--- src/rtl/jk_register_counter.sv ---
// jk_register_counter: WIDTH-bit register of per-bit JK cells with load and modulo-N up/down count.
// Latency: one clk edge from inputs to q; qd and tc are combinational from q and the current inputs.
// Backpressure: none; en=0 freezes all state, and rst overrides everything asynchronously.
//
// Ports:
//   clk  - rising-edge clock
//   rst  - asynchronous reset, active-high; q goes to RESET_VAL at once
//   en   - clock enable; 0 holds q for every mode
//   mode - 00 per-bit JK, 01 parallel load, 10 count up mod MODULUS, 11 count down mod MODULUS
//   j/k  - per-bit JK controls (mode 00)
//   d    - parallel load data (mode 01)
//   q    - register state; qd is always ~q
//   tc   - terminal count: high in the cycle whose edge will wrap the count
module jk_register_counter #(
  parameter int               WIDTH     = 4,
  parameter int               MODULUS   = 2 ** WIDTH,
  parameter logic [WIDTH-1:0] RESET_VAL = '0
) (
  input  logic             clk,
  input  logic             rst,
  input  logic             en,
  input  logic [1:0]       mode,
  input  logic [WIDTH-1:0] j,
  input  logic [WIDTH-1:0] k,
  input  logic [WIDTH-1:0] d,
  output logic [WIDTH-1:0] q,
  output logic [WIDTH-1:0] qd,
  output logic             tc
);

  localparam logic [1:0] MODE_JK   = 2'b00;
  localparam logic [1:0] MODE_LOAD = 2'b01;
  localparam logic [1:0] MODE_UP   = 2'b10;
  localparam logic [1:0] MODE_DOWN = 2'b11;

  // MODULUS may equal 2**WIDTH, which does not fit in WIDTH bits, so all
  // range comparisons are done one bit wider.
  localparam logic [WIDTH:0] MOD_W  = (WIDTH + 1)'(MODULUS);
  localparam logic [WIDTH:0] MOD_M1 = (WIDTH + 1)'(MODULUS - 1);

  logic [WIDTH:0]   q_ext;
  logic             at_top;     // next up-count wraps to 0
  logic             at_bottom;  // next down-count wraps to MODULUS-1
  logic [WIDTH-1:0] jk_next;
  logic [WIDTH-1:0] up_next;
  logic [WIDTH-1:0] down_next;
  logic [WIDTH-1:0] q_next;

  assign q_ext = {1'b0, q};

  // Out-of-range values (only reachable through JK or load) fall into the
  // wrap branch, so a single counting edge brings q back into range.
  assign at_top    = (q_ext >= MOD_M1);
  assign at_bottom = (q == '0) || (q_ext >= MOD_W);

  assign up_next   = at_top    ? '0                   : q + WIDTH'(1);
  assign down_next = at_bottom ? MOD_M1[WIDTH-1:0]    : q - WIDTH'(1);

  // Independent JK cell per bit: 00 hold, 01 clear, 10 set, 11 toggle.
  always_comb begin
    jk_next = q;
    for (int i = 0; i < WIDTH; i++) begin
      case ({j[i], k[i]})
        2'b00:   jk_next[i] = q[i];
        2'b01:   jk_next[i] = 1'b0;
        2'b10:   jk_next[i] = 1'b1;
        default: jk_next[i] = ~q[i];
      endcase
    end
  end

  always_comb begin
    q_next = q;
    if (en) begin
      case (mode)
        MODE_JK:   q_next = jk_next;
        MODE_LOAD: q_next = d;
        MODE_UP:   q_next = up_next;
        default:   q_next = down_next;
      endcase
    end
  end

  always_ff @(posedge clk or posedge rst) begin
    if (rst) begin
      q <= RESET_VAL;
    end else begin
      q <= q_next;
    end
  end

  // qd is derived, never stored, so it cannot diverge from q (even in reset).
  assign qd = ~q;

  // Gated with ~rst: while reset is held no edge will be taken, so no wrap is pending.
  assign tc = ~rst & en &
              (((mode == MODE_UP) & at_top) | ((mode == MODE_DOWN) & at_bottom));

endmodule

--- config.mk ---
export PLATFORM = sky130hd
export DESIGN_NAME = jk_register_counter
export DESIGN_NICKNAME = d
export VERILOG_FILES = /design/src/rtl/jk_register_counter.sv
export SDC_FILE = /design/constraint.sdc
export NUM_CORES = 1
export LEC_CHECK = 0
export CAP_MARGIN = 20
export CORE_MARGIN = 2
export CORE_UTILIZATION = 35
export DETAILED_ROUTE_END_ITERATION = 10
export GPL_TIMING_DRIVEN = 0
export PLACE_DENSITY_LB_ADDON = 0.2
export SLEW_MARGIN = 20
export SYNTH_ARGS = -nofsm -noshare
export SYNTH_HDL_FRONTEND = slang
export SYNTH_SLANG_ARGS = --single-unit
export TNS_END_PERCENT = 50
--- constraint.sdc ---
create_clock -name clk -period 4.4 [get_ports clk]
set_input_delay 0.66 -clock clk [delete_from_list [all_inputs] [get_ports clk]]
set_output_delay 0.66 -clock clk [all_outputs]
set_load 0.02 [all_outputs]
# --- After elaboration in Yosys (flattened, before gate mapping) ---
# Cells that the tools add are included.
# W data, S select, Z words.
word_totals:
  register_bits: 4
  latchBits: 0
  mem_bits_rw: 0
  romBits: 0
  memories: 0
op_classes:
  add_sub_neg: 2
  mul: 0
  div: 0
  n_lt_le_gt_ge: 2
  eq_ne: 15
  shifts: 0
  n_mux: 7
  bitwise: 11
  reduce_logical: 11
ops:
  columns: ["operator", "count"]
  rows:
  - ["$eq A2 B2 Y1 const B", 6]
  - ["$pmux W1 S3", 4]
  - ["$pmux W4 S3", 1]
  - ["$eq A2 B1 Y1 const B", 5]
  - ["$logic_not A2 Y1", 5]
  - ["$mux W4", 2]
  - ["$ne A2 B2 Y1 const B", 4]
  - ["$reduce_and A2 Y1", 4]
  - ["$ge A4 B5 Y1 const B", 1]
  - ["$not A1 Y1", 5]
  - ["$add A4 B1 Y4 const B", 1]
  - ["$and A1 B1 Y1", 4]
  - ["$ge A4 B4 Y1 const B", 1]
  - ["$logic_not A4 Y1", 1]
  - ["$not A4 Y4", 1]
  - ["$sub A4 B1 Y4 const B", 1]
  - ["$logic_or A1 B1 Y1", 1]
  - ["$or A1 B1 Y1", 1]

# --- Longest topological paths before layout ---
# Gate-level depths: netlist of run 1.
logic_depth:
  ltp_word: 5
  mapped_depth: 7
  mapped_depth_nobuf: 6

# --- Least setup slack after synthesis of run 1 ---
# Ideal clock, no wire load.
synth_timing:
  path_type: "register -> output"
  from: "register q[0]"
  to: "output tc"
  arrival_ns: 1.813
  t_required_ns: 3.740
  setup_slack_ns: 1.927
  path_stages_with_launch: 6
  path_buffers: 1
  cell_sequence: "dfrtp_1 buf_6 inv_1 ha_1 a32oi_1 nor4_1"
synth_via:
  elab_chain_len: 5
  elab_cells_between_ends: 8
  cone_classes: "2 x order compare; 4 x bitwise; 2 x reduce/logical"
synth_lines:
  columns: ["item", "line_no", "rtl"]
  rows:
  - ["from (decl)", "26", "output logic [WIDTH-1:0] q,"]
  - ["from (signal assigned)", "88", "q <= q_next;"]
  - ["$ge A4 B5 Y1 or $logic_not A4 Y1 (tied branches)", "54", "assign at_bottom = (q == '0) || (q_ext >= MOD_W);"]
  - ["$logic_or A1 B1 Y1", "54", null]
  - ["$and A1 B1 Y1", "97", "(((mode == MODE_UP) & at_top) | ((mode == MODE_DOWN) & at_bottom));"]
  - ["$or A1 B1 Y1 (*)", "97", null]
  - ["$and A1 B1 Y1 (*)", "96", "assign tc = ~rst & en &"]
  - ["to (decl)", "28", "output logic tc"]
# Every way passes the cells marked *; elsewhere a longest branch is shown, timed or not.

==> metrics.cfg, run 1 <==
[clock_tree]
worstSkewPairLatency_ps=230
cts_tree=built
clkTransAtPathRegs_ps=40
cts_setup_buffers=0
cts_buffer_depth=2
htreeDepth=1
cts_resized=0
hold_buffers=0
cts_buffers=3
cts_sinks=4
clockRootBuffer=clkbuf_4

[min_path]
hold_class=in2async

[sta]
fin_setup_tns_ps=0
min_period_ps=3060
final_max_slew_viol_count=0
fin_skew_ps=2.45
max_clock_freq_mhz=327
worst_pin_slew_ps=332
rsz0062_at_grt=no
slew_headroom_pct=77.6
fin_crit_sh_pct=69.6
hold_viol=0
setup_viol=0

[logic_synthesis]
ys_ff_latch=4
yosysWarnings=0
syn_area_sq_um=679
ys_types=37
synth_top_area_cell=ha_1
yosys.area.top_type_share_pct=18.4
synth_nets=116
avgSynthCellArea_sq_um=7.63
synth_area_leaders=ha_1, dfrtp_1, inv_1
yosysSeqAreaShare_pct=14.7
syn_inst=89

[worst_setup_path]
start_kind=primary input
end_kind=primary output
worstPathRequired_ps=3740
arrival_ps=2400
timing.rr.start=q[1]$_DFFE_PP0P_
path_class=in2out
setup.worst_path.start=j[3]
path_max_fanout=3
reg2reg_depth=6

[floorplanning]
fp.dieW_um=48.1
die_y_um=48.1
core_area_sq_um=1780
die_area_sq_um=2310
rows=15
start_util_pct=38.1
io_pins=26

[placement]
routabilityCongestion=0.751
dp_hpwl_um=1290
placed_cell_area_sq_um=941
io_buffers=23

[layout]
postLayoutCellArea_sq_um=963
reg_top3=q (4)
largest_reg_flops=4
layout.nets=144
fillerInstances=179
top_register=q
layout-drive-gt1-share_pct=10.4
antennaDiodeCount=0
synthToLayoutAreaGrowth_pct=41.8

[route]
vias=727
routed_via_density=5.19
first_pass_iters=4
first_iter_violations=8
postRouteAntennaNets=0
wl_um=1600
wire_per_inst_um=11.4
drc=0

[power_and_ir_drop]
cellPowerDensity_nw_per_um2=274
max-vdd-ir-drop_mv=0.127
p_leak_nw=0.452

[global_route]
grt_pass1_vias=623
grt_max_degree=11
overflow=0
grt_first_pass_wirelength_um=2560
grt_usage_pct=15.7
grt_antenna_before_repair=0

[run_status]
status=finished, final reports clean

[run]
drv_cap=0

[layer usage]
| metal | wire length [um] | part of all wire (%) | track usage (%) | vias up |
|---|---|---|---|---|
| li1 | - | - | - | 362 |
| met1 | 693 | 43 | 19.3 | 339 |
| met2 | 832 | 52 | 27.7 | 26 |
| met3 | 74 | 4.6 | 2.26 | 0 |
| met4 | 0 | 0 | 4.86 | 0 |
| met5 | 0 | 0 | 0 | - |
[critical path, cell delays in order]
cell and delay [ps]:
clkdlybuf4s50_1 480, inv_1 50, ha_1 180, a21bo_2 210, nor4_1 170, clkdlybuf4s50_1 650
[layout make-up]
| type | instances | area (sq um) | area share, % |
|---|---|---|---|
| plain buffers | 6 | 47.5 | 4.94 |
| multi-input cells | 65 | 479 | 49.7 |
| repair buffers | 23 | 230 | 23.9 |
| clock buffers | 3 | 22.5 | 2.34 |
| inverters | 14 | 52.6 | 5.45 |
| well taps | 25 | 31.3 | 3.25 |
| flip-flops and latches | 4 | 100 | 10.4 |
[Yosys cell counts (all sizes together)]
cell type  number
a211oi          1
a21bo           1
a21boi          1
a21oi           3
a22o            2
a31oi           2
a32o            1
a32oi           1
and2            2
and3b           1
buf             5
clkbuf          1
dfrtp           4
ha             10
inv            14
mux2            1
mux2i           1
nand2           8
nand2b          4
nand3           1
nand3b          1
nand4b          1
nor2            5
nor2b           1
nor3            1
nor4            1
o211ai          2
o21ai           6
o21bai          1
o221ai          1
o311a           1
o311ai          1
o31ai           2
xor2            1
[worst paths after layout]
path	end	slack (ps)
min in group clk	q[3]$_DFFE_PP0P_	660
hold reg to reg	q[3]$_DFFE_PP0P_	660
hold / removal	q[1]$_DFFE_PP0P_	650
max in group asynchronous	q[0]$_DFFE_PP0P_	3600
setup / recovery	tc	1340
setup reg to reg	q[3]$_DFFE_PP0P_	2760
[where the power goes]
part | total, W | switching, W | leakage [nW] | internal, W
clock | 0.0000440 | 0.0000136 | 0.0138 | 0.0000304
combinational | 0.000167 | 0.0000835 | 0.392 | 0.0000835
sequential | 0.0000533 | 0.00000850 | 0.0464 | 0.0000448
total | 0.000264 | 0.000106 | 0.452 | 0.000159
[cell usage in the layout (no fill, tap or decap), drive strengths merged, types with 2 or more instances in the layout]
master         instances
clkbuf                 4
nor2                   5
and2                   2
a22o                   2
ha                    10
buf                    5
a21oi                  3
o211ai                 2
nand2                  8
o21ai                  6
nand2b                 4
o31ai                  2
a31oi                  2
clkdlybuf4s50         23
inv                   14
dfrtp                  4
[logic make-up after synthesis]
family	synth area share, %
AO/OA/AOI/OAI	27.1
AND/OR/NAND/NOR	20.1
buffers and inverters	14.7
adder cells (fa/ha/maj)	18.4
flip-flops	14.7
multiplexers	3.68
XOR/XNOR	1.29
[per-stage QoR]
stage	hold slack [ps]	setup WS (ps)	utilization (%)	power (W)	std cells
after floorplan	426	1930	-	0.000157	89
after global placement	649	1340	52.8	0.000218	137
after detailed placement	648	1320	52.8	0.000221	137
after CTS	653	1320	54.0	0.000267	140
after global routing	673	1230	54.0	0.000283	140
final	655	1340	54.0	0.000264	140
Note: power is estimated with default switching activity, not from simulation.
==> run 2, diff against run 1 <==
==> constraint.sdc (replaced) <==
create_clock -name clk -period 2.96 [get_ports clk]
set_input_delay 0.444 -clock clk [delete_from_list [all_inputs] [get_ports clk]]
set_output_delay 0.444 -clock clk [all_outputs]
set_load 0.02 [all_outputs]
==> results of run 2 <==
The final DEF is identical to that of run 1. Status: finished, final reports clean.
Main changes from that run: setup slack after placement 1320 ps -> 308 ps; setup slack after layout 1340 ps -> 331 ps; hold slack 655 ps -> 439 ps; register-to-register setup slack 2760 ps -> 1320 ps; total power 0.000264 W -> 0.000393 W; worst IR drop on VDD 0.127 mV -> 0.189 mV
==> run 3, diff against run 2 <==
==> constraint.sdc (replaced) <==
create_clock -name clk -period 3.2 [get_ports clk]
set_input_delay 0.48 -clock clk [delete_from_list [all_inputs] [get_ports clk]]
set_output_delay 0.48 -clock clk [all_outputs]
set_load 0.02 [all_outputs]
==> results of run 3 <==
The final DEF is identical to that of run 1. Status: finished, final reports clean.
Main changes from that run: setup slack after placement 1320 ps -> 476 ps; setup slack after layout 1340 ps -> 499 ps; hold slack 655 ps -> 475 ps; register-to-register setup slack 2760 ps -> 1560 ps; total power 0.000264 W -> 0.000363 W; worst IR drop on VDD 0.127 mV -> 0.175 mV
